$ cat src/rtl/seq_adder_subtractor.sv
// Multi-cycle adder/subtractor: adds CHUNK bits per clock with the inter-chunk carry
// kept in a register, then registers the result with carry/overflow/zero/negative flags.
module seq_adder_subtractor #(
    parameter int WIDTH = 32,
    parameter int CHUNK = 8
) (
    input  logic             clk,
    input  logic             clr,
    input  logic             start,
    input  logic             mode,
    input  logic [WIDTH-1:0] A,
    input  logic [WIDTH-1:0] B,
    output logic             busy,
    output logic             done,
    output logic [WIDTH-1:0] Result,
    output logic             carry_out,
    output logic             overflow,
    output logic             zero,
    output logic             negative
);

    localparam int N  = WIDTH / CHUNK;
    localparam int CW = (N > 1) ? $clog2(N) : 1;

    typedef enum logic {
        IDLE = 1'b0,
        RUN  = 1'b1
    } state_t;

    state_t           state_q, state_d;
    logic [CW-1:0]    cnt_q, cnt_d;
    logic [WIDTH-1:0] a_q, a_d;
    logic [WIDTH-1:0] b_q, b_d;
    logic [WIDTH-1:0] sum_q, sum_d;
    logic             carry_q, carry_d;
    logic             done_q, done_d;
    logic [WIDTH-1:0] result_q, result_d;
    logic             cout_q, cout_d;
    logic             ovf_q, ovf_d;
    logic             zero_q, zero_d;
    logic             neg_q, neg_d;

    logic [CHUNK:0]   chunk_sum;
    logic [WIDTH-1:0] sum_next;
    logic             last_chunk;
    int               lsb;

    always_ff @(posedge clk) begin
        if (clr) begin
            state_q  <= IDLE;
            cnt_q    <= '0;
            a_q      <= '0;
            b_q      <= '0;
            sum_q    <= '0;
            carry_q  <= 1'b0;
            done_q   <= 1'b0;
            result_q <= '0;
            cout_q   <= 1'b0;
            ovf_q    <= 1'b0;
            zero_q   <= 1'b0;
            neg_q    <= 1'b0;
        end else begin
            state_q  <= state_d;
            cnt_q    <= cnt_d;
            a_q      <= a_d;
            b_q      <= b_d;
            sum_q    <= sum_d;
            carry_q  <= carry_d;
            done_q   <= done_d;
            result_q <= result_d;
            cout_q   <= cout_d;
            ovf_q    <= ovf_d;
            zero_q   <= zero_d;
            neg_q    <= neg_d;
        end
    end

    always_comb begin
        state_d    = state_q;
        cnt_d      = cnt_q;
        a_d        = a_q;
        b_d        = b_q;
        sum_d      = sum_q;
        carry_d    = carry_q;
        done_d     = 1'b0;
        result_d   = result_q;
        cout_d     = cout_q;
        ovf_d      = ovf_q;
        zero_d     = zero_q;
        neg_d      = neg_q;
        lsb        = int'(cnt_q) * CHUNK;
        last_chunk = (cnt_q == CW'(N - 1));
        chunk_sum  = {1'b0, a_q[lsb +: CHUNK]} + {1'b0, b_q[lsb +: CHUNK]}
                   + (CHUNK + 1)'(carry_q);
        sum_next   = sum_q;
        sum_next[lsb +: CHUNK] = chunk_sum[CHUNK-1:0];

        case (state_q)
            IDLE: begin
                if (start) begin
                    a_d     = A;
                    b_d     = B ^ {WIDTH{mode}};
                    carry_d = mode;
                    cnt_d   = '0;
                    state_d = RUN;
                end
            end
            RUN: begin
                sum_d   = sum_next;
                carry_d = chunk_sum[CHUNK];
                cnt_d   = cnt_q + 1'b1;
                if (last_chunk) begin
                    // carry into the MSB is recovered from the MSB sum bit and its operands
                    result_d = sum_next;
                    cout_d   = chunk_sum[CHUNK];
                    ovf_d    = (a_q[WIDTH-1] ^ b_q[WIDTH-1] ^ sum_next[WIDTH-1]) ^ chunk_sum[CHUNK];
                    zero_d   = (sum_next == '0);
                    neg_d    = sum_next[WIDTH-1];
                    done_d   = 1'b1;
                    cnt_d    = '0;
                    state_d  = IDLE;
                end
            end
            default: state_d = IDLE;
        endcase
    end

    assign busy      = (state_q == RUN);
    assign done      = done_q;
    assign Result    = result_q;
    assign carry_out = cout_q;
    assign overflow  = ovf_q;
    assign zero      = zero_q;
    assign negative  = neg_q;

endmodule

$ cat config.mk
export PLATFORM = sky130hd
export DESIGN_NAME = seq_adder_subtractor
export DESIGN_NICKNAME = d
export VERILOG_FILES = /design/src/rtl/seq_adder_subtractor.sv
export SDC_FILE = /design/constraint.sdc
export NUM_CORES = 1
export LEC_CHECK = 0
export ABC_AREA = 1
export BUFFER_PORTS_ARGS = -buffer_cell sky130_fd_sc_hd__buf_2
export CAP_MARGIN = 30
export CELL_PAD_IN_SITES_DETAIL_PLACEMENT = 1
export CELL_PAD_IN_SITES_GLOBAL_PLACEMENT = 2
export CORE_ASPECT_RATIO = 1.2
export CORE_MARGIN = 5
export CORE_UTILIZATION = 34
export DETAILED_ROUTE_END_ITERATION = 8
export MAX_ROUTING_LAYER = met4
export PLACE_DENSITY_LB_ADDON = 0.1
export SKIP_LAST_GASP = 1
export SYNTH_ARGS = -nofsm -noshare
export SYNTH_HDL_FRONTEND = slang
export SYNTH_SLANG_ARGS = --single-unit
$ cat constraint.sdc
create_clock -name clk -period 4.55 [get_ports clk]
set_input_delay 0 -clock clk [delete_from_list [all_inputs] [get_ports clk]]
set_output_delay 0 -clock clk [all_outputs]
set_load 0.05 [all_outputs]
==> impl_metrics.csv, run 1 <==
group,metric,value,unit
floorplanning,dieHeight,161,um
final_layout,final_area,0.00842,sq mm
final_layout,regArea,0.00272,sq mm
timing,fin_worst_skew,9.78,ps
timing,drv_slew,0,
clock_tree,postCtsSetupBuffers,0,
logic_synthesis,synthFlopType,"dfxtp_1",
timing,finalSetupTns,0,ps
setup_path,r2r_end,"zero$_SDFFE_PP0P_",
outcome,status,"completed",
logic_synthesis,synth-edff-count,0,
timing,rsz0062_at_grt,"no",
final_layout,layout-drive-gt1-share,16.5,%
final_layout,layout_common_cells,"139 x o21ai_0, 135 x dfxtp_1, 127 x nand2_1",
logic_synthesis,synth_warnings,0,
clock_tree,cts_buffers,17,
logic_synthesis,synth-seq-cells,136,
drt,wirelength,22500,um
clock_tree,ctsHtreeMaxLevel,4,
logic_synthesis,synth_nets,975,
drt,vias_per_cell,4.93,
setup_path,cp.arrival,3700,ps
setup_path,worst_ep_required_time,4930,ps
power_and_ir_drop,p_seq_share,38.3,%
floorplanning,die-width,136,um
clock_tree,cts_hold_buffers,66,
logic_synthesis,synth_area_leaders,"dfxtp_1 42%, o21ai_0 11%, nand2_1 7.4%, nor2_1 7.4%, inv_1 5.3%",
power_and_ir_drop,irDropWorstVdd,0.000288,V
power_and_ir_drop,combPwrFrac,19.6,%
final_layout,n_fill_cell,2361,
setup_path,r2r_start,"cnt_q[0]$_SDFFE_PP0P_",
timing,fin_crit,3320,ps
min_path,hp-start,"mode",
global_route,grt_pass1_wl,36000,um
final_layout,utilization,44.8,%
placed_design,place_congestion,0.878,
placed_design,port_buffers,105,
global_route,antenna_found_initial,1,
logic_synthesis,yosys.area.top_type,"dfxtp_1",
setup_path,rrSetupSlack,1230,ps
clock_tree,cts_resized,0,
clock_tree,clock-root-buffer,"clkbuf_16",
power_and_ir_drop,switchingPower,1.02,mW
global_route,grt_max_degree,90,
min_path,worstHoldPathCells,3,
final_layout,final_common_cell,"o21ai_0",
flow_run,drv_cap,0,
logic_synthesis,syn_inst,892,
logic_synthesis,synth.avg_cell_area,7.27,sq um
drt,post-route-drc-count,0,
floorplanning,die-area,0.0219,sq mm
final_layout,syn2layout_area_growth,29.8,%
floorplanning,core_area,0.0188,sq mm
power_and_ir_drop,internal_power,2.40,mW
timing,slew_headroom,39.7,%
clock_tree,insertion_delay,430,ps
setup_path,path_max_fanout,42,
floorplanning,pin_count,106,
min_path,hold_path_end,"carry_q$_SDFFE_PP0P_",
timing,worst_pin_slew,903,ps
logic_synthesis,synthArstFlopShare,0,%
timing,finalCritPeriodShare,72.9,%
timing,setup_violations,0,
final_layout,num-nets-final,1117,
power_and_ir_drop,leakage,3.90,nW
clock_tree,clock_sinks,136,
placed_design,placed_cell_area,0.00715,sq mm
final_layout,multi_input_area,0.00317,sq mm
clock_tree,cts_buffer_depth,2,
floorplanning,fp-row-count,55,
setup_path,crit_type,"reg -> reg",
clock_tree,cts_tree,"built",
min_path,hp-class,"in -> reg",
power_and_ir_drop,pwr-share-clk,42.1,%
global_route,grt_pass1_vias,6875,
drt,drtPass1Iterations,4,
setup_path,start_kind,"flop",
global_route,grt-ovfl-total,0,
logic_synthesis,ys_seq_area_share,42.0,%
logic_synthesis,synth_top_area_share,42.0,%
power_and_ir_drop,p_sw_share,29.8,%
logic_synthesis,yosys.cell_types.count,34,
setup_path,cp-end-kind,"flop",
logic_synthesis,netlist_area,0.00648,sq mm
timing,max_clock_freq,301,MHz
global_route,grt.total_usage,21.6,%
setup_path,rr_worst_depth,19,
drt,drt-initial-drc-count,289,
drt,drtAntennaViolNets,0,
power_and_ir_drop,powerDensity,405,mW/mm^2
placed_design,dp_hpwl,15900,um
clock_tree,clkTransAtPathRegs,60,ps
timing,hold_violations,0,
drt,dr_total_vias,6429,
drt,wl_per_cell,17.3,um
floorplanning,initial_core_util,34.5,%
-- cell type report --
type,instances,share of cell area [%]
clock buffers,21,5.47
clock inverters,11,1.72
inverters,95,4.24
multi-input cells,606,37.7
diodes,1,0.0297
well taps,256,3.80
repair buffers,178,14.7
flip-flops and latches,136,32.4
-- power groups by stage --
stage / sequential [mW] / clock, mW / combinational, mW
4_1_cts: 1.31 / 1.46 / 0.674
3_5_place_dp: 1.33 / 0 / 0.625
3_3_place_gp: 1.33 / 0 / 0.608
6_report: 1.31 / 1.44 / 0.667
2_1_floorplan: 1.32 / 0 / 0.433
5_1_grt: 1.31 / 1.51 / 0.746
-- sequential cells by signal (all words and copies together), names as in the netlist --
signal     count
Result        32
a_q           32
b_q           32
busy           1
carry_out      1
carry_q        1
cnt_q          2
done           1
overflow       1
sum_q         32
zero           1
-- stage by stage --
stage / hold WS, ps / setup slack, ps / power [mW] / cells
after global routing: 351 / 817 / 3.57 / 1304
after detailed placement: 232 / 1250 / 1.96 / 1205
final: 305 / 1230 / 3.41 / 1304
after floorplan: 135 / 1520 / 1.75 / 892
after global placement: 224 / 1360 / 1.94 / 1205
after CTS: 296 / 1220 / 3.44 / 1303
-- logic make-up after synthesis --
logic type / after synthesis / share of synthesized area (%)
and+or+nand+nor: 313 / 20.1
xor gates and xnor gates: 35 / 4.73
adders and majority gates: 15 / 3.13
DFF: 136 / 42.0
buffers and inverters: 150 / 9.26
AOI/OAI and AO/OA: 243 / 20.8
-- worst max path at each step --
stage / slack (ps) / end / start
finish: 1230 / zero$_SDFFE_PP0P_ / cnt_q[0]$_SDFFE_PP0P_
global route: 820 / zero$_SDFFE_PP0P_ / cnt_q[0]$_SDFFE_PP0P_
CTS: 1220 / zero$_SDFFE_PP0P_ / cnt_q[0]$_SDFFE_PP0P_
detailed placement: 1250 / zero$_SDFFE_PP0P_ / cnt_q[0]$_SDFFE_PP0P_
global placement: 1360 / overflow$_SDFFE_PP0P_ / cnt_q[0]$_SDFFE_PP0P_
floorplan: 1520 / zero$_SDFFE_PP0P_ / cnt_q[0]$_SDFFE_PP0P_
-- metal layers --
layer	track usage, %	wire [um]	vias to the layer above
met5	-	0	-
met4	8.75	699	0
met3	3.18	598	46
met2	39.4	12100	107
met1	23.1	9140	3070
li1	-	-	3206
-- synth_stat cells, types with 13 or more instances --
cell / instances
a21oi_1: 44
nand2_2: 13
clkbuf_1: 33
dfxtp_1: 136
o211ai_1: 22
xnor2_1: 34
o22ai_1: 14
inv_1: 91
nor2_1: 127
o21ai_0: 139
nand3_1: 27
nand2_1: 127
ha_1: 13
-- worst max-delay path: stages, from the launching register on --
cell and delay [ps]:
dfxtp_1 320, inv_2 470, a21oi_1 150, o21ai_0 100, o21ai_0 140, fa_1 430, fa_1 450, inv_1 90
nand2_1 60, nand4_1 120, nor2_1 60, nor2_1 170, nand3_1 100, nor2_1 140, nand3_1 90, nor2_1 100
nand2_1 60, nor2_1 90, nand3_1 70, nand2_1 50
(Power assumes the default switching activity.)
==> run 2, diff against run 1 <==
--- a/config.mk
+++ b/config.mk
@@ -5,7 +5,7 @@
 export SDC_FILE = /design/constraint.sdc
 export NUM_CORES = 1
 export LEC_CHECK = 0
-export ABC_AREA = 1
+export ABC_AREA = 0
 export BUFFER_PORTS_ARGS = -buffer_cell sky130_fd_sc_hd__buf_2
 export CAP_MARGIN = 30
 export CELL_PAD_IN_SITES_DETAIL_PLACEMENT = 1
==> constraint.sdc (replaced) <==
create_clock -name clk -period 3.25 [get_ports clk]
set_input_delay 0 -clock clk [delete_from_list [all_inputs] [get_ports clk]]
set_output_delay 0 -clock clk [all_outputs]
set_load 0.05 [all_outputs]
==> impl_metrics.csv, run 2 <==
group,metric,value,unit
timing,rsz0062_at_grt,"yes",
timing,max_clock_freq,315,MHz
min_path,hp-class,"in -> reg",
timing,hold_violations,1,
logic_synthesis,yosys.area.top_type,"dfxtp_1",
drt,wirelength,19400,um
placed_design,dp_hpwl,13500,um
drt,wl_per_cell,17.7,um
outcome,status,"finished, violations left",
logic_synthesis,synth-edff-count,0,
setup_path,timing.critical_path.mode_cell,"fa_2",
setup_path,cp_slowest_cell,"mux4_2",
final_layout,final_common_cell,"dfxtp_1",
final_layout,utilization,46.2,%
drt,drtAntennaViolNets,0,
global_route,grt.total_usage,18.9,%
setup_path,worst_ep_required_time,3610,ps
timing,setup_violations,0,
logic_synthesis,synth_area_leaders,"dfxtp_1 43%, a211oi_1 10%, nor2_1 6.5%, mux4_2 5.7%, xnor2_1 4.7%",
timing,layout_setup_ws,74.9,ps
global_route,antenna_found_initial,0,
global_route,grt_pass1_wl,31400,um
power_and_ir_drop,leakage,3.25,nW
clock_tree,cts_buffer_depth,2,
final_layout,regArea,0.00273,sq mm
clock_tree,insertion_delay,420,ps
logic_synthesis,syn_inst,701,
setup_path,path_max_fanout,5,
clock_tree,cts_buffers,17,
final_layout,final_area,0.00839,sq mm
placed_design,port_buffers,105,
final_layout,n_fill_cell,2103,
floorplanning,core_area,0.0182,sq mm
logic_synthesis,synthArstFlopShare,0,%
placed_design,post-place-ws,-21.0,ps
logic_synthesis,ys_seq_area_share,43.3,%
logic_synthesis,synth.avg_cell_area,8.98,sq um
setup_path,slowest_delay,530,ps
timing,slew_headroom,37.5,%
timing,fin_worst_skew,7.89,ps
timing,fin_crit,3180,ps
global_route,use_met3,3.10,%
flow_run,drv_cap,0,
placed_design,dp_cells,1000,
timing,worst_pin_slew,937,ps
logic_synthesis,synth_common_cells,"136 x dfxtp_1, 109 x nor2_1, 88 x a211oi_1",
placed_design,placed_cell_area,0.00711,sq mm
timing,finalCritPeriodShare,97.7,%
global_route,gr-usage-met2,33.2,%
outcome,violations,"negative hold slack",
floorplanning,dieHeight,159,um
setup_path,crit_family,"compound AO/OA/AOI/OAI gates",
drt,drtPass1Iterations,4,
final_layout,layout_common_cells,"134 x dfxtp_1, 109 x nor2_1, 104 x buf_2",
timing,finalSetupTns,0,ps
floorplanning,pin_count,106,
logic_synthesis,synth.most_common_cell,"dfxtp_1",
global_route,busiest_layer,"met2",
final_layout,num-nets-final,944,
power_and_ir_drop,powerDensity,543,mW/mm^2
clock_tree,clock_sinks,136,
logic_synthesis,synth_warnings,0,
setup_path,cp.arrival,3540,ps
final_layout,antenna_cells,0,
clock_tree,clkTransAtPathRegs,60,ps
floorplanning,die-width,134,um
global_route,grt-ovfl-total,0,
final_layout,layout-drive-gt1-share,23.4,%
floorplanning,initial_core_util,34.6,%
logic_synthesis,synthFlopType,"dfxtp_1",
floorplanning,die-area,0.0213,sq mm
global_route,grt_use_met1,22.0,%
setup_path,cp_num_buf_inv,1,
setup_path,worstPathCellList,"mux4_2 -> fa_2 -> fa_2 -> a211oi_4 -> buf_4 -> o21ba_2 -> o21ai_1 -> a211oi_2 -> nand4_1 -> nor3_1 -> a31o_1",
drt,vias_per_cell,5.17,
final_layout,syn2layout_area_growth,33.3,%
clock_tree,cts_tree,"built",
floorplanning,fp-row-count,54,
power_and_ir_drop,irDropWorstVdd,0.000387,V
clock_tree,ctsHtreeMaxLevel,4,
timing,drv_slew,0,
final_layout,final_cells,1097,
drt,drt-initial-drc-count,265,
clock_tree,clock-root-buffer,"clkbuf_16",
drt,post-route-drc-count,0,
logic_synthesis,synth-seq-cells,136,
final_layout,multi_input_area,0.00337,sq mm
logic_synthesis,synth_top_area_share,43.3,%
global_route,grt_pass1_vias,5917,
timing,hold_ws,-16.2,ps
setup_path,crit_type,"reg -> reg",
placed_design,place_congestion,0.856,
logic_synthesis,netlist_area,0.00629,sq mm
setup_path,start_kind,"flop",
setup_path,cp-end-kind,"flop",
logic_synthesis,synth_nets,784,
drt,dr_total_vias,5669,
logic_synthesis,yosys.cell_types.count,55,
global_route,grt_max_degree,97,
==> run 2: power breakdown <==
group / internal (mW) / total [mW] / switching [mW]
combinational: 0.373 / 0.833 / 0.460
clock: 1.18 / 1.90 / 0.715
sequential: 1.77 / 1.83 / 0.0621
==> run 2: timing repair <==
action	CTS	global route
cloned	0	0
resized for setup	2	11
pin swaps	1	11
hold endpoints to repair	63	0
endpoints found under the setup margin	1	19
buffers inserted	0	3
hold buffers	63	0
==> run 2: cell families (layout without fill, tap and decap cells) <==
family                     Yosys count  after routing  synth area share (%)
muxes                               19             19                  6.20
AOI/OAI and AO/OA                  197            197                  22.0
DFF                                136            136                  43.3
and+or+nand+nor                    230            230                  15.6
xor gates and xnor gates            39             39                  5.67
buffers and inverters               65            237                  4.07
adders and majority gates           15             15                  3.22
==> run 2: metal layers <==
layer | vias to the layer above | wire (um)
met5 | - | 0
met4 | 0 | 308
met3 | 22 | 607
met2 | 104 | 10400
met1 | 2714 | 8020
li1 | 2829 | -
==> run 2: path summary, 6_finish.rpt <==
path / start / endpoint / slack [ps] / cells past startpoint
max: cnt_q[0]$_SDFFE_PP0P_ / zero$_SDFFE_PP0P_ / 70 / 11
min: B[0] / b_q[0]$_SDFFE_PP0P_ / -20 / 3
max reg2reg: cnt_q[0]$_SDFFE_PP0P_ / zero$_SDFFE_PP0P_ / 70 / 11
min reg2reg: a_q[18]$_SDFFE_PP0P_ / a_q[18]$_SDFFE_PP0P_ / 450 / 2
==> run 2: tightest hold or removal path, delay by kind of cell <==
| family | cells | cell delay (ps) |
|---|---|---|
| compound gates | 1 | 90 |
| xor+xnor | 1 | 160 |
| buf+inv | 1 | 90 |
==> run 2: layout make-up <==
| cell class | instances | area share (%) |
|---|---|---|
| clock buffers | 23 | 5.70 |
| clock inverters | 8 | 1.15 |
| inverters | 7 | 0.313 |
| multi-input cells | 500 | 40.2 |
| flip-flops and latches | 136 | 32.5 |
| well taps | 224 | 3.34 |
| repair buffers | 199 | 16.8 |
==> run 2: per-stage QoR <==
| step | hold slack (ps) | total power [mW] |
|---|---|---|
| 6_report | -16.2 | 4.56 |
| 3_5_place_dp | 249 | 2.62 |
| 3_3_place_gp | 242 | 2.59 |
| 4_1_cts | 1.33 | 4.59 |
| 5_1_grt | 13.2 | 4.75 |
| 2_1_floorplan | 136 | 2.34 |
